===== config.mk =====
export PLATFORM = sky130hd
export DESIGN_NAME = rand_target_picker
export DESIGN_NICKNAME = d
export VERILOG_FILES = /design/src/rtl/rand_target_picker.sv
export SDC_FILE = /design/constraint.sdc
export NUM_CORES = 1
export LEC_CHECK = 0
export ABC_AREA = 1
export CORE_UTILIZATION = 47
export CTS_CLUSTER_DIAMETER = 30
export DETAILED_ROUTE_END_ITERATION = 7
export HOLD_SLACK_MARGIN = 0.1
export PLACE_DENSITY_LB_ADDON = 0.05
export SLEW_MARGIN = 5
export SYNTH_ARGS = -nofsm -noshare
export SYNTH_HDL_FRONTEND = slang
export SYNTH_SLANG_ARGS = --single-unit
export TNS_END_PERCENT = 5

===== constraint.sdc =====
create_clock -name clock -period 1.8 [get_ports clock]
set_input_delay 0.36 -clock clock [delete_from_list [all_inputs] [get_ports clock]]
set_output_delay 0.36 -clock clock [all_outputs]
set_load 0.01 [all_outputs]

===== src/rtl/rand_target_picker.sv =====
// rand_target_picker: turns the free-running rand8bits byte into a game
// target index 0..N_TARGETS-1 by rejection sampling. Values that are out of
// range, or that repeat the previous target, are discarded. After MAX_TRIES
// rejected samples a deterministic fallback (previous target + 1, wrapping)
// is used, so a result always arrives within a fixed worst-case latency.
// The random byte port is named rand_byte because "rand" is a reserved word.
module rand_target_picker #(
  parameter int N_TARGETS = 9,
  parameter int IDX_W     = 4,
  parameter int MAX_TRIES = 8
) (
  input  logic             clock,
  input  logic             reset,
  input  logic [7:0]       rand_byte,
  input  logic             req,
  output logic             busy,
  output logic             valid,
  output logic [IDX_W-1:0] target,
  output logic             fallback
);

  localparam int CNT_W = (MAX_TRIES > 1) ? $clog2(MAX_TRIES) : 1;
  localparam logic [CNT_W-1:0] LAST_TRY  = CNT_W'(MAX_TRIES - 1);
  localparam logic [IDX_W-1:0] TOP_IDX   = IDX_W'(N_TARGETS - 1);
  localparam logic [IDX_W:0]   N_TGT_EXT = (IDX_W + 1)'(N_TARGETS);

  typedef enum logic {
    IDLE,
    SAMPLE
  } state_t;

  state_t           state;
  logic [CNT_W-1:0] try_cnt;
  logic [IDX_W-1:0] last;
  logic             have_last;

  logic [IDX_W-1:0] cand;
  logic             in_range;
  logic             not_repeat;
  logic             accept;
  logic [IDX_W-1:0] fb_value;

  // Candidate qualification and fallback value, evaluated on the live rand byte.
  always_comb begin
    cand       = rand_byte[IDX_W-1:0];
    // Extra bit so N_TARGETS == 2^IDX_W is representable.
    in_range   = ({1'b0, cand} < N_TGT_EXT);
    not_repeat = !have_last || (cand != last);
    accept     = in_range && not_repeat;
    fb_value   = '0;
    if (have_last && (last != TOP_IDX)) begin
      fb_value = last + IDX_W'(1);
    end
  end

  // Control FSM with registered outputs; reset aborts any transaction silently.
  always_ff @(posedge clock) begin
    if (!reset) begin
      state     <= IDLE;
      try_cnt   <= '0;
      last      <= '0;
      have_last <= 1'b0;
      target    <= '0;
      valid     <= 1'b0;
      busy      <= 1'b0;
      fallback  <= 1'b0;
    end else begin
      case (state)
        IDLE: begin
          // valid/fallback live only for the first IDLE cycle after a decision.
          valid    <= 1'b0;
          fallback <= 1'b0;
          if (req) begin
            state   <= SAMPLE;
            busy    <= 1'b1;
            try_cnt <= '0;
          end
        end
        SAMPLE: begin
          if (accept) begin
            target    <= cand;
            last      <= cand;
            have_last <= 1'b1;
            fallback  <= 1'b0;
            valid     <= 1'b1;
            busy      <= 1'b0;
            state     <= IDLE;
          end else if (try_cnt == LAST_TRY) begin
            target    <= fb_value;
            last      <= fb_value;
            have_last <= 1'b1;
            fallback  <= 1'b1;
            valid     <= 1'b1;
            busy      <= 1'b0;
            state     <= IDLE;
          end else begin
            try_cnt <= try_cnt + CNT_W'(1);
          end
        end
        default: begin
          state <= IDLE;
          busy  <= 1'b0;
        end
      endcase
    end
  end

endmodule


==> results.json, run 1 <==
{
  "maxSlewHeadroom_pct": 67.95,
  "clk_pin_slew_ns": 0.09,
  "hold_viol_final": 0,
  "worstSetupPathDepth": 1,
  "fin_skew_ns": 0.003224,
  "yosys-top-cells-area": "dfxtp_1 (33%), nand2_1 (15%), nor2_1 (8.8%)",
  "yosysUniqueCellTypes": 22,
  "grt_pass1_wl_um": 2339,
  "whs_ns": 0.4647,
  "grt_usage_pct": 21.52,
  "root_buffer": "clkbuf_4",
  "insertion_delay_ns": 0.28,
  "yosysTopAreaCell": "dfxtp_1",
  "initial_core_util_pct": 52.93,
  "routed_via_density": 4.898,
  "yosys_register_bits": 12,
  "totalWireLength_um": 1585,
  "crit_required_ns": 1.44,
  "cp_num_buf_inv": 1,
  "crit_end": "target[2]",
  "synth.net_count": 123,
  "design_area_um2": 967.2,
  "cts.path.max_buffers": 2,
  "place_area_um2": 930.9,
  "cp_slowest_cell": "clkdlybuf4s50_1",
  "cts-hold-fix-buffers": 0,
  "slowest_delay_ns": 0.59,
  "clock_sinks": 12,
  "nNetsFinal": 148,
  "reg2reg_from": "last[0]",
  "fp-row-count": 13,
  "maxCapViolations": 0,
  "gp_congestion": 0.8423,
  "ir_drop_mv": 0.3969,
  "fin_setup_tns_ns": 0,
  "min_period_ns": 1.700,
  "p_leak_nw": 0.4882,
  "vias": 720,
  "cp-startpoint": "last[2]",
  "cts-htree-levels": 1,
  "power.density_cell_area_nw_per_um2": 692.9,
  "grt_pass1_vias": 547,
  "ff2ff_setup_slack_ns": 0.29,
  "seq_area_frac_synth_pct": 33.22,
  "critPathLaunchType": "flop",
  "finalMaxSlewViolations": 0,
  "critPathTopFamily": "buffers and inverters",
  "port_buffers": 13,
  "cp.arrival_ns": 1.34,
  "critPathMaxFanout": 6,
  "ys_warn_count": 0,
  "worst_pin_slew_ns": 0.4767,
  "setup_viol": 0,
  "hpwlAfterDp_um": 1207,
  "core_area_um2": 1366,
  "worstPathCellList": "clkdlybuf4s50_1",
  "endpoint_kind": "output pin",
  "dr.pass1.iters": 4,
  "drive_gt1_share_pct": 18.18,
  "avgSynthCellArea_um2": 6.696,
  "die_h_um": 41.23,
  "fmax_mhz": 588.2,
  "cts_resized": 0,
  "drtIter0Drc": 13,
  "ioPinCount": 18,
  "post-route-period-util_pct": 94.46,
  "areaGrowthSynthToFinish_pct": 33.74,
  "die_x_um": 41.23,
  "overflow": 0,
  "synth_top_area_share_pct": 33.22,
  "wire_per_inst_um": 10.78,
  "drc_errors": 0,
  "diodes": 0,
  "rr_worst_depth": 9,
  "worstSetupPathType": "flop to output pin",
  "rsz0062_at_grt": "no",
  "synth_cells": 108,
  "ant_nets": 0,
  "synth_area_um2": 723.2,
  "grt_max_degree": 10,
  "hold_path_class": "flop to flop",
  "antenna_found_initial": 0,
  "cts_setup_buffers": 0,
  "cts_inserted_buffers": 3,
  "cts_tree": "done",
  "timing.rr.end": "last[3]",
  "die-area_um2": 1700,
  "status": "finished, final reports clean"
}
==> flip-flops by register name (all words and copies together), names as in the netlist <==
name	count
busy	1
fallback	1
have_last	1
last	4
state	1
try_cnt	3
valid	1
==> metrics by stage <==
stage               setup slack [ns]  power, mW  instances  util (%)
floorplan                     0.4468     0.3832        108         -
global placement             -0.1019     0.4479        143     68.13
detailed placement           -0.1130     0.4509        143     68.13
CTS                          0.08803     0.6760        147     70.79
global route                 0.03600     0.7034        147     70.79
finish                       0.09976     0.6702        147     70.79
==> cell type report <==
cell class / instances / area, um2
clock buffers: 4 / 36.28
fillers: 131 / 399.1
inverters: 17 / 63.81
multi-input cells: 77 / 410.4
flip-flops and latches: 12 / 240.2
well taps: 15 / 18.77
repair buffers: 22 / 197.7
==> cell usage after synthesis, drive strengths merged <==
library cell,instances
a21oi,3
nand4,2
o31ai,2
or2,1
dfxtp,12
nor2,18
o21ai,6
buf,1
nand2,32
xnor2,2
xor2,1
clkbuf,1
ha,4
nand3b,1
nand3,5
inv,17
==> how the worst min path moves through the flow <==
| stage | slack [ns] | cells past startpoint | start | end |
|---|---|---|---|---|
| after global placement | 0.44 | 2 | valid | valid |
| after CTS | 0.47 | 2 | valid | valid |
| after detailed placement | 0.45 | 2 | valid | valid |
| after global routing | 0.51 | 2 | try_cnt[2] | try_cnt[2] |
| after floorplan | 0.44 | 2 | try_cnt[1] | try_cnt[1] |
| final | 0.46 | 2 | valid | valid |
==> layer usage <==
metal	up-vias	track usage, %	wire, um	share of wire (%)
met5	-	0	0	0
met4	0	12.10	12	0.76
met3	2	3.261	51	3.2
met2	11	34.38	690	44
met1	322	27.18	830	52
li1	385	-	-	-
==> power by group <==
| group | internal (mW) | switching, mW | leakage [nW] |
|---|---|---|---|
| logic | 0.0740 | 0.0719 | 0.369 |
| clock network | 0.123 | 0.102 | 0.0210 |
| registers | 0.280 | 0.0190 | 0.0982 |
==> logic make-up (layout without fill, tap and decap cells) <==
family / count (synthesis) / after routing / synth area share [%]
DFF: 12 / 12 / 33.22
xor gates and xnor gates: 3 / 3 / 3.634
and+or+nand+nor: 59 / 59 / 37.20
buffers and inverters: 19 / 43 / 10.03
adders and majority gates: 4 / 4 / 6.921
AOI/OAI and AO/OA: 11 / 11 / 8.996
==> placed cells by master, fill, tap and decap left out, types with 2 or more instances in the layout <==
master / synthesis / final
a21oi_1: 3 / 3
buf_4: 0 / 9
clkbuf_4: 0 / 3
clkdlybuf4s50_1: 0 / 13
dfxtp_1: 12 / 12
ha_1: 4 / 4
inv_1: 13 / 13
inv_2: 4 / 4
nand2_1: 29 / 29
nand2_4: 3 / 3
nand3_1: 4 / 4
nand4_1: 2 / 2
nor2_1: 17 / 17
o21ai_0: 4 / 4
o21ai_1: 2 / 2
xnor2_1: 2 / 2
No activity file was read; power rests on OpenSTA's default activity.
==> inputs of run 2 (changes only) <==
--- a/config.mk
+++ b/config.mk
@@ -6,7 +6,7 @@
 export NUM_CORES = 1
 export LEC_CHECK = 0
 export ABC_AREA = 1
-export CORE_UTILIZATION = 47
+export CORE_UTILIZATION = 50
 export CTS_CLUSTER_DIAMETER = 30
 export DETAILED_ROUTE_END_ITERATION = 7
 export HOLD_SLACK_MARGIN = 0.1
==> constraint.sdc (replaced) <==
create_clock -name clock -period 2.2 [get_ports clock]
set_input_delay 0.44 -clock clock [delete_from_list [all_inputs] [get_ports clock]]
set_output_delay 0.44 -clock clock [all_outputs]
set_load 0.01 [all_outputs]
==> run 2 against run 1 <==
Effect of this change: sequential share of layout area rose by 2.3 points; worst setup slack improved by 0.33 ns; design area fell by 8.4%; sequential power fell by 18%; power fell by 28%; non-clock buffer count fell by 9; cell count fell by 6.8%; highest routed layer unchanged.
==> results.json, run 2 (synthesis results as in run 1) <==
{
  "reg2reg_from": "last[0]",
  "cts-htree-levels": 1,
  "cts.path.max_buffers": 2,
  "post-route-period-util_pct": 80.36,
  "largest_reg_flops": 4,
  "ir_drop_mv": 0.3686,
  "whs_ns": 0.4612,
  "worstSetupPathType": "flop to output pin",
  "status": "finished, final reports clean",
  "gr-usage-met2_pct": 35.89,
  "clk_pin_slew_ns": 0.07,
  "cts_inserted_buffers": 3,
  "hold_path.startpoint": "valid",
  "wire_per_inst_um": 10.75,
  "critPathTopFamily": "buffers and inverters",
  "cts_setup_buffers": 0,
  "crit_required_ns": 1.76,
  "root_buffer": "clkbuf_4",
  "maxSlewHeadroom_pct": 67.30,
  "diodes": 0,
  "rsz0062_at_grt": "no",
  "cts_tree": "done",
  "grt_pass1_vias": 574,
  "insertion_delay_ns": 0.27,
  "fin_setup_tns_ns": 0,
  "ioPinCount": 18,
  "critPathMaxFanout": 6,
  "cts_resized": 0,
  "die_h_um": 40.03,
  "initial_core_util_pct": 54.89,
  "top_regs": "last (4), try_cnt (3)",
  "drc_errors": 0,
  "ant_nets": 0,
  "cts-hold-fix-buffers": 0,
  "overflow": 0,
  "hpwlAfterDp_um": 1138,
  "fin_skew_ns": 0.009029,
  "grt_usage_pct": 22.03,
  "totalWireLength_um": 1473,
  "largest-register": "last",
  "fmax_mhz": 565.6,
  "vias": 668,
  "grt_pass1_wl_um": 2380,
  "areaGrowthSynthToFinish_pct": 22.49,
  "layout.cells.most_common_list": "nand2_1 (29), nor2_1 (17), inv_1 (13), clkdlybuf4s50_1 (13), dfxtp_1 (12)",
  "nNetsFinal": 139,
  "antenna_found_initial": 0,
  "cp.arrival_ns": 1.33,
  "die_x_um": 40.03,
  "worstPathCellList": "clkdlybuf4s50_1",
  "worst_pin_slew_ns": 0.4864,
  "fp-row-count": 13,
  "min_period_ns": 1.768,
  "finalMaxSlewViolations": 0,
  "endpoint_kind": "output pin",
  "critPathLaunchType": "flop",
  "busiest_layer": "met2",
  "cp-startpoint": "last[2]",
  "hold_viol_final": 0,
  "cp_slowest_cell": "clkdlybuf4s50_1",
  "maxCapViolations": 0,
  "p_total_uw": 480.5,
  "final_common_cell": "nand2_1",
  "gp_congestion": 0.7899,
  "power.density_cell_area_nw_per_um2": 542.4,
  "dr.pass1.iters": 4,
  "drtIter0Drc": 9,
  "die-area_um2": 1602,
  "cp_num_buf_inv": 1,
  "grt_use_met1_pct": 28.09,
  "hold_path_class": "flop to flop",
  "core_area_um2": 1318,
  "clock_sinks": 12,
  "p_leak_nw": 0.4378,
  "slowest_delay_ns": 0.59,
  "use_met3_pct": 6.667,
  "port_buffers": 13,
  "setup_viol": 0,
  "grt_max_degree": 11,
  "routed_via_density": 4.876,
  "drive_gt1_share_pct": 11.48
}
## run 2: changes by cell type in the layout (fill, tap and decap cells not counted), sizes merged
| cell | previous run | this run |
|---|---|---|
| buf | 9 | 0 |
| clkbuf | 4 | 3 |
## run 2: worst paths after layout
kind               endpoint  slack [ns]  cells after the start
setup reg to reg    last[3]        0.61                      9
hold reg to reg       valid        0.46                      2
hold / removal        valid        0.46                      2
setup / recovery  target[2]        0.43                      1
## run 2: layer usage
layer	up-vias	share of wire, %
met1	297	50
li1	360	-
met2	9	46
met3	2	3.1
met4	0	0.48
met5	-	0
## run 2: stage by stage
stage                     instance area, um2  setup slack (ns)  instances  utilization (%)
final                                  885.9            0.4320        137            67.24
after detailed placement               863.3            0.1555        134            65.53
after global placement                 863.3            0.1911        134            65.53
after CTS                              885.9            0.4262        137            67.24
after global routing                   885.9            0.3122        137            67.24
after floorplan                        723.2            0.8468        108                -
## run 2: final cells by class
class	count	area (um2)
Sequential cell	12	240.2
Fill cell	128	431.7
Inverter	17	63.81
Multi-Input combinational cell	77	410.4
Clock buffer	3	22.52
Tap cell	15	18.77
Timing Repair Buffer	13	130.1
## run 2: where the power goes
group	switching [mW]	leakage, nW	internal [mW]	total, mW
Combinational	0.0566	0.326	0.0491	0.106
Clock	0.0662	0.0138	0.0632	0.129
Sequential	0.0159	0.0982	0.229	0.245
Total	0.139	0.438	0.342	0.480
==> inputs of run 3 (changes only) <==
--- a/config.mk
+++ b/config.mk
@@ -6,7 +6,7 @@
 export NUM_CORES = 1
 export LEC_CHECK = 0
 export ABC_AREA = 1
-export CORE_UTILIZATION = 50
+export CORE_UTILIZATION = 47
 export CTS_CLUSTER_DIAMETER = 30
 export DETAILED_ROUTE_END_ITERATION = 7
 export HOLD_SLACK_MARGIN = 0.1
==> constraint.sdc (replaced) <==
create_clock -name clock -period 1.8 [get_ports clock]
set_input_delay 0.36 -clock clock [delete_from_list [all_inputs] [get_ports clock]]
set_output_delay 0.36 -clock clock [all_outputs]
set_load 0.01 [all_outputs]
==> results of run 3 <==
The final DEF is identical to that of run 1; final timing and power are the same.
